## config.mk

```make
export PLATFORM = sky130hd
export DESIGN_NAME = apb_arbiter_flat
export DESIGN_NICKNAME = d
export VERILOG_FILES = /design/src/rtl/apb_arbiter_if.sv /design/src/rtl/apb_arbiter.sv /design/src/flat_wrapper.sv
export SDC_FILE = /design/constraint.sdc
export NUM_CORES = 1
export LEC_CHECK = 0
export BUFFER_PORTS_ARGS = -buffer_cell sky130_fd_sc_hd__buf_2
export CAP_MARGIN = 20
export CORE_AREA = 4 4 125 127
export CTS_BUF_LIST = sky130_fd_sc_hd__clkbuf_8 sky130_fd_sc_hd__clkbuf_16
export CTS_CLUSTER_DIAMETER = 100
export DETAILED_ROUTE_END_ITERATION = 8
export DIE_AREA = 0 0 129 131
export SLEW_MARGIN = 20
export SYNTH_ARGS = -nofsm -noshare
export SYNTH_HDL_FRONTEND = slang
export SYNTH_SLANG_ARGS = --single-unit
```

## constraint.sdc

```tcl
create_clock -name clock -period 4.4 [get_ports clock]
set_input_delay 0.66 -clock clock [delete_from_list [all_inputs] [get_ports clock]]
set_output_delay 0.66 -clock clock [all_outputs]
set_load 0.02 [all_outputs]
```

## src/rtl/apb_arbiter_if.sv

```systemverilog
// APB bus bundle shared by the arbiter's requester ports and its downstream port.
//   master : drives request fields + psel/penable, receives pready/pslverr/prdata
//   slave  : receives request fields + psel/penable, drives pready/pslverr/prdata
interface apb_arbiter_if;
  logic [31:0] paddr;
  logic [2:0]  pprot;
  logic        pwrite;
  logic [31:0] pwdata;
  logic [3:0]  pstrb;
  logic        psel;
  logic        penable;
  logic        pready;
  logic        pslverr;
  logic [31:0] prdata;

  modport master (
    output paddr, pprot, pwrite, pwdata, pstrb, psel, penable,
    input  pready, pslverr, prdata
  );

  modport slave (
    input  paddr, pprot, pwrite, pwdata, pstrb, psel, penable,
    output pready, pslverr, prdata
  );
endinterface

```

## src/rtl/apb_arbiter.sv

```systemverilog
// Two-to-one APB arbiter. Round-robin grant between requesters m0/m1, a clean
// SETUP/ACCESS sequence regenerated on the shared port, and the response routed
// only to the grantee. Optional ACCESS-phase timeout aborts a hung transfer
// with pslverr and a one-cycle timeout_err pulse.
// Ports:
//   clock, reset  : clock, async active-high reset
//   m0, m1        : requester-side APB (arbiter acts as slave)
//   out           : shared downstream APB (arbiter acts as master)
//   timeout_err   : one-cycle pulse when a transfer is aborted by timeout
// Parameters:
//   TIMEOUT : max ACCESS cycles without out.pready (0 = no timeout)
//   CNT_W   : timeout counter width, TIMEOUT < 2**CNT_W
module apb_arbiter #(
  parameter int unsigned TIMEOUT = 0,
  parameter int unsigned CNT_W   = 16
) (
  input  logic          clock,
  input  logic          reset,
  apb_arbiter_if.slave  m0,
  apb_arbiter_if.slave  m1,
  apb_arbiter_if.master out,
  output logic          timeout_err
);
  typedef enum logic [1:0] {IDLE = 2'd0, SETUP = 2'd1, ACCESS = 2'd2} state_e;

  localparam bit               TMO_EN   = (TIMEOUT != 0);
  localparam logic [CNT_W-1:0] TMO_LAST = TMO_EN ? CNT_W'(TIMEOUT - 1) : '0;

  state_e           state, state_nxt;
  logic             gnt, gnt_nxt;
  logic             last, last_nxt;
  logic [CNT_W-1:0] cnt, cnt_nxt;
  logic             done, tmo, fin, sel;
  logic             unused_penable;

  // Requester penable carries no information the arbiter needs: the
  // downstream phase is regenerated from the arbiter's own state.
  assign unused_penable = ^{m0.penable, m1.penable};

  // A real pready always beats a coincident timeout.
  assign done = (state == ACCESS) && out.pready;
  assign tmo  = TMO_EN && (state == ACCESS) && !out.pready && (cnt == TMO_LAST);
  assign fin  = done | tmo;
  // Request fields follow requester 0 while idle so the shared bus is quiet.
  assign sel  = (state == IDLE) ? 1'b0 : gnt;

  always_ff @(posedge clock or posedge reset) begin
    if (reset) begin
      state <= IDLE;
      gnt   <= 1'b0;
      last  <= 1'b1;
      cnt   <= '0;
    end else begin
      state <= state_nxt;
      gnt   <= gnt_nxt;
      last  <= last_nxt;
      cnt   <= cnt_nxt;
    end
  end

  always_comb begin
    state_nxt = state;
    gnt_nxt   = gnt;
    last_nxt  = last;
    cnt_nxt   = cnt;
    case (state)
      IDLE: begin
        if (m0.psel || m1.psel) begin
          // Tie goes to whoever was not served last.
          gnt_nxt   = (m0.psel && m1.psel) ? ~last : m1.psel;
          state_nxt = SETUP;
        end
      end
      SETUP: begin
        cnt_nxt   = '0;
        state_nxt = ACCESS;
      end
      ACCESS: begin
        cnt_nxt = cnt + 1'b1;
        if (fin) begin
          last_nxt  = gnt;
          state_nxt = IDLE;
        end
      end
      default: state_nxt = IDLE;
    endcase
  end

  always_comb begin
    out.psel    = (state != IDLE);
    out.penable = (state == ACCESS);
    out.paddr   = sel ? m1.paddr  : m0.paddr;
    out.pprot   = sel ? m1.pprot  : m0.pprot;
    out.pwrite  = sel ? m1.pwrite : m0.pwrite;
    out.pwdata  = sel ? m1.pwdata : m0.pwdata;
    out.pstrb   = sel ? m1.pstrb  : m0.pstrb;

    m0.pready   = fin & ~gnt;
    m1.pready   = fin &  gnt;
    m0.pslverr  = ~gnt & (done ? out.pslverr : tmo);
    m1.pslverr  =  gnt & (done ? out.pslverr : tmo);
    // Abort returns zero data; otherwise only the completing grantee sees prdata.
    m0.prdata   = (done & ~gnt) ? out.prdata : '0;
    m1.prdata   = (done &  gnt) ? out.prdata : '0;

    timeout_err = tmo;
  end
endmodule

```

## src/flat_wrapper.sv

```systemverilog
// flat-port wrapper written by rule: the top's interface ports become plain ports
module apb_arbiter_flat 
#(
  parameter int unsigned TIMEOUT = 0,
  parameter int unsigned CNT_W   = 16
)
  (clock, reset, timeout_err, m0_paddr, m0_pprot, m0_pwrite, m0_pwdata, m0_pstrb, m0_psel, m0_penable, m0_pready, m0_pslverr, m0_prdata, m1_paddr, m1_pprot, m1_pwrite, m1_pwdata, m1_pstrb, m1_psel, m1_penable, m1_pready, m1_pslverr, m1_prdata, out_paddr, out_pprot, out_pwrite, out_pwdata, out_pstrb, out_psel, out_penable, out_pready, out_pslverr, out_prdata);
  apb_arbiter_if m0_i ();
  apb_arbiter_if m1_i ();
  apb_arbiter_if out_i ();
  input  logic clock;
  input  logic reset;
  output logic timeout_err;
  input wire logic [$bits(m0_i.paddr)-1:0] m0_paddr;
  input wire logic [$bits(m0_i.pprot)-1:0] m0_pprot;
  input wire logic [$bits(m0_i.pwrite)-1:0] m0_pwrite;
  input wire logic [$bits(m0_i.pwdata)-1:0] m0_pwdata;
  input wire logic [$bits(m0_i.pstrb)-1:0] m0_pstrb;
  input wire logic [$bits(m0_i.psel)-1:0] m0_psel;
  input wire logic [$bits(m0_i.penable)-1:0] m0_penable;
  output wire logic [$bits(m0_i.pready)-1:0] m0_pready;
  output wire logic [$bits(m0_i.pslverr)-1:0] m0_pslverr;
  output wire logic [$bits(m0_i.prdata)-1:0] m0_prdata;
  input wire logic [$bits(m1_i.paddr)-1:0] m1_paddr;
  input wire logic [$bits(m1_i.pprot)-1:0] m1_pprot;
  input wire logic [$bits(m1_i.pwrite)-1:0] m1_pwrite;
  input wire logic [$bits(m1_i.pwdata)-1:0] m1_pwdata;
  input wire logic [$bits(m1_i.pstrb)-1:0] m1_pstrb;
  input wire logic [$bits(m1_i.psel)-1:0] m1_psel;
  input wire logic [$bits(m1_i.penable)-1:0] m1_penable;
  output wire logic [$bits(m1_i.pready)-1:0] m1_pready;
  output wire logic [$bits(m1_i.pslverr)-1:0] m1_pslverr;
  output wire logic [$bits(m1_i.prdata)-1:0] m1_prdata;
  output wire logic [$bits(out_i.paddr)-1:0] out_paddr;
  output wire logic [$bits(out_i.pprot)-1:0] out_pprot;
  output wire logic [$bits(out_i.pwrite)-1:0] out_pwrite;
  output wire logic [$bits(out_i.pwdata)-1:0] out_pwdata;
  output wire logic [$bits(out_i.pstrb)-1:0] out_pstrb;
  output wire logic [$bits(out_i.psel)-1:0] out_psel;
  output wire logic [$bits(out_i.penable)-1:0] out_penable;
  input wire logic [$bits(out_i.pready)-1:0] out_pready;
  input wire logic [$bits(out_i.pslverr)-1:0] out_pslverr;
  input wire logic [$bits(out_i.prdata)-1:0] out_prdata;
  assign m0_i.paddr = m0_paddr;
  assign m0_i.pprot = m0_pprot;
  assign m0_i.pwrite = m0_pwrite;
  assign m0_i.pwdata = m0_pwdata;
  assign m0_i.pstrb = m0_pstrb;
  assign m0_i.psel = m0_psel;
  assign m0_i.penable = m0_penable;
  assign m0_pready = m0_i.pready;
  assign m0_pslverr = m0_i.pslverr;
  assign m0_prdata = m0_i.prdata;
  assign m1_i.paddr = m1_paddr;
  assign m1_i.pprot = m1_pprot;
  assign m1_i.pwrite = m1_pwrite;
  assign m1_i.pwdata = m1_pwdata;
  assign m1_i.pstrb = m1_pstrb;
  assign m1_i.psel = m1_psel;
  assign m1_i.penable = m1_penable;
  assign m1_pready = m1_i.pready;
  assign m1_pslverr = m1_i.pslverr;
  assign m1_prdata = m1_i.prdata;
  assign out_paddr = out_i.paddr;
  assign out_pprot = out_i.pprot;
  assign out_pwrite = out_i.pwrite;
  assign out_pwdata = out_i.pwdata;
  assign out_pstrb = out_i.pstrb;
  assign out_psel = out_i.psel;
  assign out_penable = out_i.penable;
  assign out_i.pready = out_pready;
  assign out_i.pslverr = out_pslverr;
  assign out_i.prdata = out_prdata;
  apb_arbiter #(.TIMEOUT(TIMEOUT), .CNT_W(CNT_W)) u_core (.clock(clock), .reset(reset), .m0(m0_i), .m1(m1_i), .out(out_i), .timeout_err(timeout_err));
endmodule
```

Word level (Yosys, flattened, before mapping)

Cells that the tools add are included.
Widths: inputs -> output; s select.

Register bits: 4
Word-level logic and storage cells: 34

Eq/ne operators: 4
Multiplexer cells: 13
Bitwise operators: 6
Reduce and logical (&&, ||, !) cells: 8

Operator list:

| cell               | number |
|---|---|
| $mux 32            | 4 |
| $pmux 2 s3         | 1 |
| $reduce_and 2->1   | 3 |
| $and 1x1->1        | 4 |
| $mux 1             | 4 |
| $mux 2             | 2 |
| $mux 4             | 1 |
| $mux 3             | 1 |
| $eq 2x1->1 const B | 1 |
| $eq 2x2->1 const B | 1 |
| $logic_and 1x1->1  | 2 |
| $logic_not 2->1    | 1 |
| $ne 2x1->1 const B | 1 |
| $ne 2x2->1 const B | 1 |
| $not 1->1          | 2 |
| $reduce_bool 2->1  | 1 |
| $logic_or 1x1->1   | 1 |

Longest topological paths before layout

Gate-level depths: netlist of the first run.

Depth after elaboration: 4
Depth in mapped cells: 5
Gate-level depth less buffers: 2

Worst setup path after synthesis of the first run

No wires, ideal clock.

Path kind: input to output
Start point: input out_pready
End point: output m1_prdata[23]
Arrival: 1.434 ns
Path slack: 2.306 ns
Stages on the path: 4
Buffers on the path: 2
Cell sequence: and4b_1 buf_2 buf_2 and2_1

Cells in the longest elaborated chain, start to end: 3

RTL lines:

| what                | RTL line           | source |
|---|---|---|
| start, declared     | flat_wrapper.sv:41 | `input wire logic [$bits(out_i.pready)-1:0] out_pready;` |
| $logic_and 1x1->1   | apb_arbiter.sv:41  | `assign done = (state == ACCESS) && out.pready;` |
| $and 1x1->1         | -                  |  |
| named net m1_pready | flat_wrapper.sv:31 | `output wire logic [$bits(m1_i.pready)-1:0] m1_pready;` |
| $mux 32             | apb_arbiter.sv:104 | `m1.prdata = (done & gnt) ? out.prdata : '0;` |
| end, declared       | flat_wrapper.sv:33 | `output wire logic [$bits(m1_i.prdata)-1:0] m1_prdata;` |

The timed path passes the listed nets, and every way through them passes these cells.

Worst setup path in the final report of the first run

Start point: register u_core.state[0]
End point: output out_pwdata[16]

Cells in the longest elaborated chain, start to end: 3

RTL lines:

| what                   | RTL line           | source |
|---|---|---|
| start, declared        | apb_arbiter.sv:29  | `state_e state, state_nxt;` |
| start signal, assigned | apb_arbiter.sv:54  | `state <= state_nxt;` |
| $logic_not 2->1        | apb_arbiter.sv:45  | `assign sel = (state == IDLE) ? 1'b0 : gnt;` |
| $mux 1                 | apb_arbiter.sv:45  |  |
| $mux 32                | apb_arbiter.sv:95  | `out.pwdata = sel ? m1.pwdata : m0.pwdata;` |
| end, declared          | flat_wrapper.sv:37 | `output wire logic [$bits(out_i.pwdata)-1:0] out_pwdata;` |

No other way between the ends.

==> reports/metrics.yaml, run 1 <==
outcome:
  status: "complete, no violations"
detailed_routing:
  drtPass1Iterations: 4
  drc: 0
  wl_per_cell_um: 14.9
  vias: 2457
  routed_wl_mm: 9.97
  antenna_left: 0
  drt_iter0_markers: 76
  avgViaCountPerCell: 3.66
logic_synthesis:
  synthFlopType: "dfrtp_1"
  synth.area.top_cells: "mux2_2, and2_1, buf_6"
  syn_nets: 360
  yosysTopAreaCell: "mux2_2"
  mappedNetlistArea_um2: 1580
  synthCells: 176
  synth_common_cells: "mux2_2, and2_1, buf_6, buf_2, dfrtp_1"
  synth-seq-cells: 4
  synth.most_common_cell: "mux2_2"
  synth_top_area_frac: 0.513
  synthDistinctLibCells: 24
  yosysWarnings: 0
  ys_seq_area_frac: 0.0641
  async_reset_ff_frac: 1.00
  synth_edf_count: 0
  post_synth.cell_area_avg_um2: 8.99
clock_network:
  clk_path_buf_depth: 2
  worstSkewPairLatency_ns: 0.23
  root_buffer: "clkbuf_16"
  cts_hold_buf: 0
  clkSinkCount: 4
  cts-buffers-inserted: 3
  clk_pin_slew_ns: 0.03
  cts.repair.resized: 0
  cts_tree: "yes"
  htree_levels: 1
  postCtsSetupRepairBufs: 0
sta:
  relSlewSlack: 0.395
  finalHoldViolCount: 0
  whs_ns: 0.311
  rsz0062_at_grt: "no"
  fmax_mhz: 348
  finalCritPeriodShare: 0.652
  setup-violations-final: 0
  clock_skew_ns: 0.00389
  finalSetupTns_ns: 0
  min_period_ns: 2.87
  tightest_slew_ns: 0.908
  slew_violations: 0
setup_path:
  startpoint_type: "flip-flop"
  cp.arrival_ns: 2.21
  cp_slowest_cell: "buf_4"
  critPathLaunch: "u_core.state[0]"
  cp-end-kind: "output port"
  worstPathMaxFanout: 72
  r2r_slack_ns: 2.83
  path_class: "flip-flop to output port"
  worstPathRequired_ns: 3.74
  path_cells: "o21ai_4 > buf_4 > mux2_2 > buf_2"
  reg2reg_depth: 2
  setup.worst_path.end: "out_pwdata[16]"
  r2r_start: "u_core.state[0]"
  slowest_delay_ns: 0.66
  timing.rr.end: "u_core.last"
global_route:
  grt_max_degree: 73
  track_usage: 0.0910
  overflow: 0
  grt_first_pass_wirelength_mm: 11.9
  antenna_found_initial: 2
  grt_pass1_vias: 2178
pwr:
  p_leak_uw: 0.00203
  max-vdd-ir-drop_v: 0.000365
  powerDensity_nw_per_um2: 491
finish:
  diodes: 0
  drive_gt1_frac: 0.828
  area_growth_pct: 114
  fin_nets: 672
  final_area_um2: 3380
  n_fill_cell: 1597
  multiInputGateArea_um2: 1340
  seq_area_um2: 101
flow_run:
  drv_cap: 0
hold_path:
  min_path_type: "primary input to async pin"
die:
  coreArea_um2: 14400
  die_area_um2: 16900
  initial_utilization: 0.110
  die_x_um: 129
  fp.dieH_um: 131
  rows: 44
  ioPinCount: 327
place:
  place_area_um2: 3300
  io_buffers: 323
  gp_congestion: 0.781
  dp.final_hpwl_mm: 8.98
[kinds of logic after synthesis]
kind of cell           after synthesis  share of synthesized area
AOI/OAI and AO/OA                    4                     0.0253
buffers and inverters               19                     0.0878
DFF                                  4                     0.0641
muxes                               73                      0.519
other                                1                    0.00237
and+or+nand+nor                     75                      0.301
[area by class of cell]
cell class | instances | area share
multi-input cells | 153 | 0.396
inverters | 2 | 0.00222
clock inverters | 1 | 0.00111
flip-flops and latches | 4 | 0.0300
repair buffers | 324 | 0.480
clock buffers | 3 | 0.0222
well taps | 184 | 0.0680
[state kept, by name, summed over array words and instances (netlist names)]
register	flops
u_core.gnt	1
u_core.last	1
u_core.state	2
[worst min path at each step]
stage / to / slack [ns] / depth (start not counted)
floorplan: u_core.gnt / 0.43 / 1
global placement: u_core.last / 0.51 / 1
detailed placement: u_core.last / 0.51 / 1
CTS: u_core.gnt / 0.31 / 2
global route: u_core.gnt / 0.32 / 2
finish: u_core.gnt / 0.31 / 2
[critical path, delay by kind of cell (launching register included)]
family          cells  cell delay, ns
compound gates      1            0.17
buf+inv             2            0.83
flops               1            0.46
mux                 1            0.46
[where the power goes]
part,switching [µW],internal (µW)
Sequential,31.0,58.0
Combinational,812,617
Clock,26.5,117
Total,869,792
[metal layers]
layer | track usage | vias up | wire length, µm
li1 | - | 1218 | -
met1 | 0.118 | 1087 | 3850
met2 | 0.168 | 146 | 5250
met3 | 0.0118 | 6 | 836
met4 | 0.00556 | 0 | 29
met5 | 0 | - | 0
[layout by cell type, fill, tap and decap left out]
master     synthesis  layout
dfstp_2            1       1
nor2_1             2       2
or2_2              1       1
nor2b_1            1       1
nand3b_1           1       1
buf_2              4     323
and2_1            66      66
inv_1              2       3
mux2i_1            1       1
clkbuf_16          0       3
a21bo_2            1       1
o22ai_1            1       1
and4b_1            1       1
and4bb_1           1       1
nand2b_1           1       1
buf_4              2       1
a21o_1             1       1
o21ai_4            1       1
nor3b_1            1       1
mux2_2            72      72
dfrtp_1            3       3
conb_1             1       1
[metrics by stage]
step                utilization  power (µW)  std cells  worst slack (ns)
global route              0.235        1750        671              1.46
detailed placement        0.229        1520        667              1.71
floorplan                     -        1160        176              2.31
finish                    0.235        1660        671              1.53
global placement          0.229        1520        667              1.70
CTS                       0.235        1670        671              1.53
Note: power is estimated with default switching activity, not from simulation.
==> run 2, diff against run 1 <==
- CORE_AREA: 4 4 125 127 -> 4 4 124 126
- DIE_AREA: 0 0 129 131 -> 0 0 128 130
- clock period: 4.4 -> 2.5 ns (I/O delays scaled with it)
==> run 2 against run 1 <==
- core utilization is 1.2 points higher
- sequential share of layout area is 0.12 points lower
- global-route usage grew 0.41 points
- critical endpoint is now out_paddr[24]
- final cell count rose by 2.2%
- sequential power grew 51%
==> reports/metrics.yaml, run 2 (synthesized netlist as in run 1, its figures left out) <==
setup_path:
  path_class: "flip-flop to output port"  # unchanged
  cp_slowest_cell: "o21ai_4"  # was buf_4
  worstPathMaxFanout: 20  # was 72
  cp.arrival_ns: 1.83  # was 2.21 ns
  slowest_delay_ns: 0.45  # was 0.66 ns
  cp-end-kind: "output port"  # unchanged
  path_cells: "o21ai_4 > buf_12 > mux2_2 > buf_2"  # was o21ai_4 > buf_4 > mux2_2 > buf_2
  worstPathRequired_ns: 2.12  # was 3.74 ns
  startpoint_type: "flip-flop"  # unchanged
detailed_routing:
  avgViaCountPerCell: 3.67  # was 3.66
  drt_iter0_markers: 58  # was 76
  routed_wl_mm: 9.91  # was 9.97 mm
  wl_per_cell_um: 14.4  # was 14.9 µm
  drc: 0  # unchanged
  antenna_left: 0  # unchanged
  vias: 2517  # was 2457
  drtPass1Iterations: 4  # unchanged
finish:
  mostFrequentLayoutCells: "buf_2, mux2_2, and2_1"  # unchanged
  regMostFlops: "u_core.state"  # unchanged
  area_growth_pct: 123  # was 114%
  largest_reg_flops: 2  # unchanged
  fin_nets: 686  # was 672
  layout_commonest_cell: "buf_2"  # unchanged
  top_regs: "u_core.state (2), u_core.gnt (1), u_core.last (1)"  # unchanged
  drive_gt1_frac: 0.832  # was 0.828
sta:
  min_period_ns: 2.20
  fmax_mhz: 454
  clock_skew_ns: 0.00247  # was 0.00389 ns
  relSlewSlack: 0.661  # was 0.395
  finalCritPeriodShare: 0.881
  slew_violations: 0  # unchanged
  setup-violations-final: 0  # unchanged
  rsz0062_at_grt: "no"  # unchanged
  finalSetupTns_ns: 0  # unchanged
  tightest_slew_ns: 0.507  # was 0.908 ns
  finalHoldViolCount: 0  # unchanged
global_route:
  grt_first_pass_wirelength_mm: 12.6  # was 11.9 mm
  grt_max_degree: 36  # was 73
  overflow: 0  # unchanged
  grt_pass1_vias: 2389  # was 2178
  antenna_found_initial: 4  # was 2
  track_usage: 0.0951  # was 0.0910
outcome:
  status: "complete, no violations"  # unchanged
die:
  ioPinCount: 327  # unchanged
  rows: 44  # unchanged
  die_area_um2: 16600  # was 16900 µm²
  coreArea_um2: 14300  # was 14400 µm²
  initial_utilization: 0.110  # about the same
  die_x_um: 128  # was 129 µm
  fp.dieH_um: 130  # was 131 µm
clock_network:
  clkSinkCount: 4  # unchanged
  root_buffer: "clkbuf_16"  # unchanged
  clk_pin_slew_ns: 0.03  # about the same
  cts-buffers-inserted: 3  # unchanged
  cts.repair.resized: 0  # unchanged
  postCtsSetupRepairBufs: 0  # unchanged
  htree_levels: 1  # unchanged
  cts_tree: "yes"  # unchanged
  cts_hold_buf: 0  # unchanged
  clk_path_buf_depth: 2  # unchanged
  worstSkewPairLatency_ns: 0.23  # about the same
place:
  dp.final_hpwl_mm: 9.14  # was 8.98 mm
  io_buffers: 323  # unchanged
  gp_congestion: 0.736  # was 0.781
pwr:
  powerDensity_nw_per_um2: 907  # was 491 nW/µm²
  power.total_uw: 3200  # was 1660 µW
  max-vdd-ir-drop_v: 0.000746  # was 0.000365 V
  p_leak_uw: 0.00211  # was 0.00203 µW
flow_run:
  drv_cap: 0  # unchanged
hold_path:
  min_path_type: "primary input to async pin"  # unchanged
[run 2: changes by cell type in the layout (fill, tap and decap cells not counted), sizes merged]
cell	change
buf	+14
diode	+1
[run 2: cell type report]
class | count | area, µm²
tap | 184 | 230
timing repair buffer | 338 | 1770
sequential | 4 | 101
clock buffer | 3 | 75.1
antenna | 1 | 2.50
clock inverter | 1 | 3.75
inverter | 2 | 7.51
fill | 1593 | 10800
multi-input combinational | 153 | 1340
[run 2: path summary, 6_finish.rpt]
check                           startpoint         endpoint  slack [ns]  cells past startpoint
setup / recovery           u_core.state[0]    out_paddr[24]        0.30                      4
hold / removal                       reset  u_core.state[0]        0.03                      2
setup reg to reg           u_core.state[0]      u_core.last        1.25                      4
hold reg to reg                u_core.last      u_core.last        0.51                      1
max in group asynchronous            reset      u_core.last        2.24                      2
min in group clock                 m1_psel  u_core.state[0]        0.38                      3
[run 2: per-stage QoR]
step | cells | worst slack [ns] | instance area (µm²) | hold slack [ns] | util
final | 686 | 0.297 | 3530 | 0.0296 | 0.247
after global routing | 686 | 0.243 | 3530 | 0.0535 | 0.247
after CTS | 685 | 0.279 | 3530 | 0.0383 | 0.246
after detailed placement | 681 | 0.522 | 3450 | 0.272 | 0.241
after global placement | 681 | 0.513 | 3450 | 0.264 | 0.241
after floorplan | 176 | 0.756 | 1580 | 0.140 | -
[run 2: critical path: cells and delay by family (launching register included)]
| kind | cells | cell delay (ns) |
|---|---|---|
| buffers and inverters | 2 | 0.39 |
| flip-flops | 1 | 0.40 |
| multiplexers | 1 | 0.35 |
| AO/OA/AOI/OAI | 1 | 0.45 |
[run 2: power by group]
group / internal [µW] / switching, µW / leakage, µW
combinational: 1300 / 1510 / 0.00202
sequential: 102 / 31.3 / 0.0000471
clock: 207 / 47.7 / 0.0000423
total: 1610 / 1590 / 0.00211
[run 2: routing by layer]
layer,GRT usage,up-vias,wire length (µm)
li1,-,1251,-
met4,0.00936,6,25
met2,0.167,132,5030
met5,0,-,38
met3,0.0205,8,818
met1,0.124,1120,4000
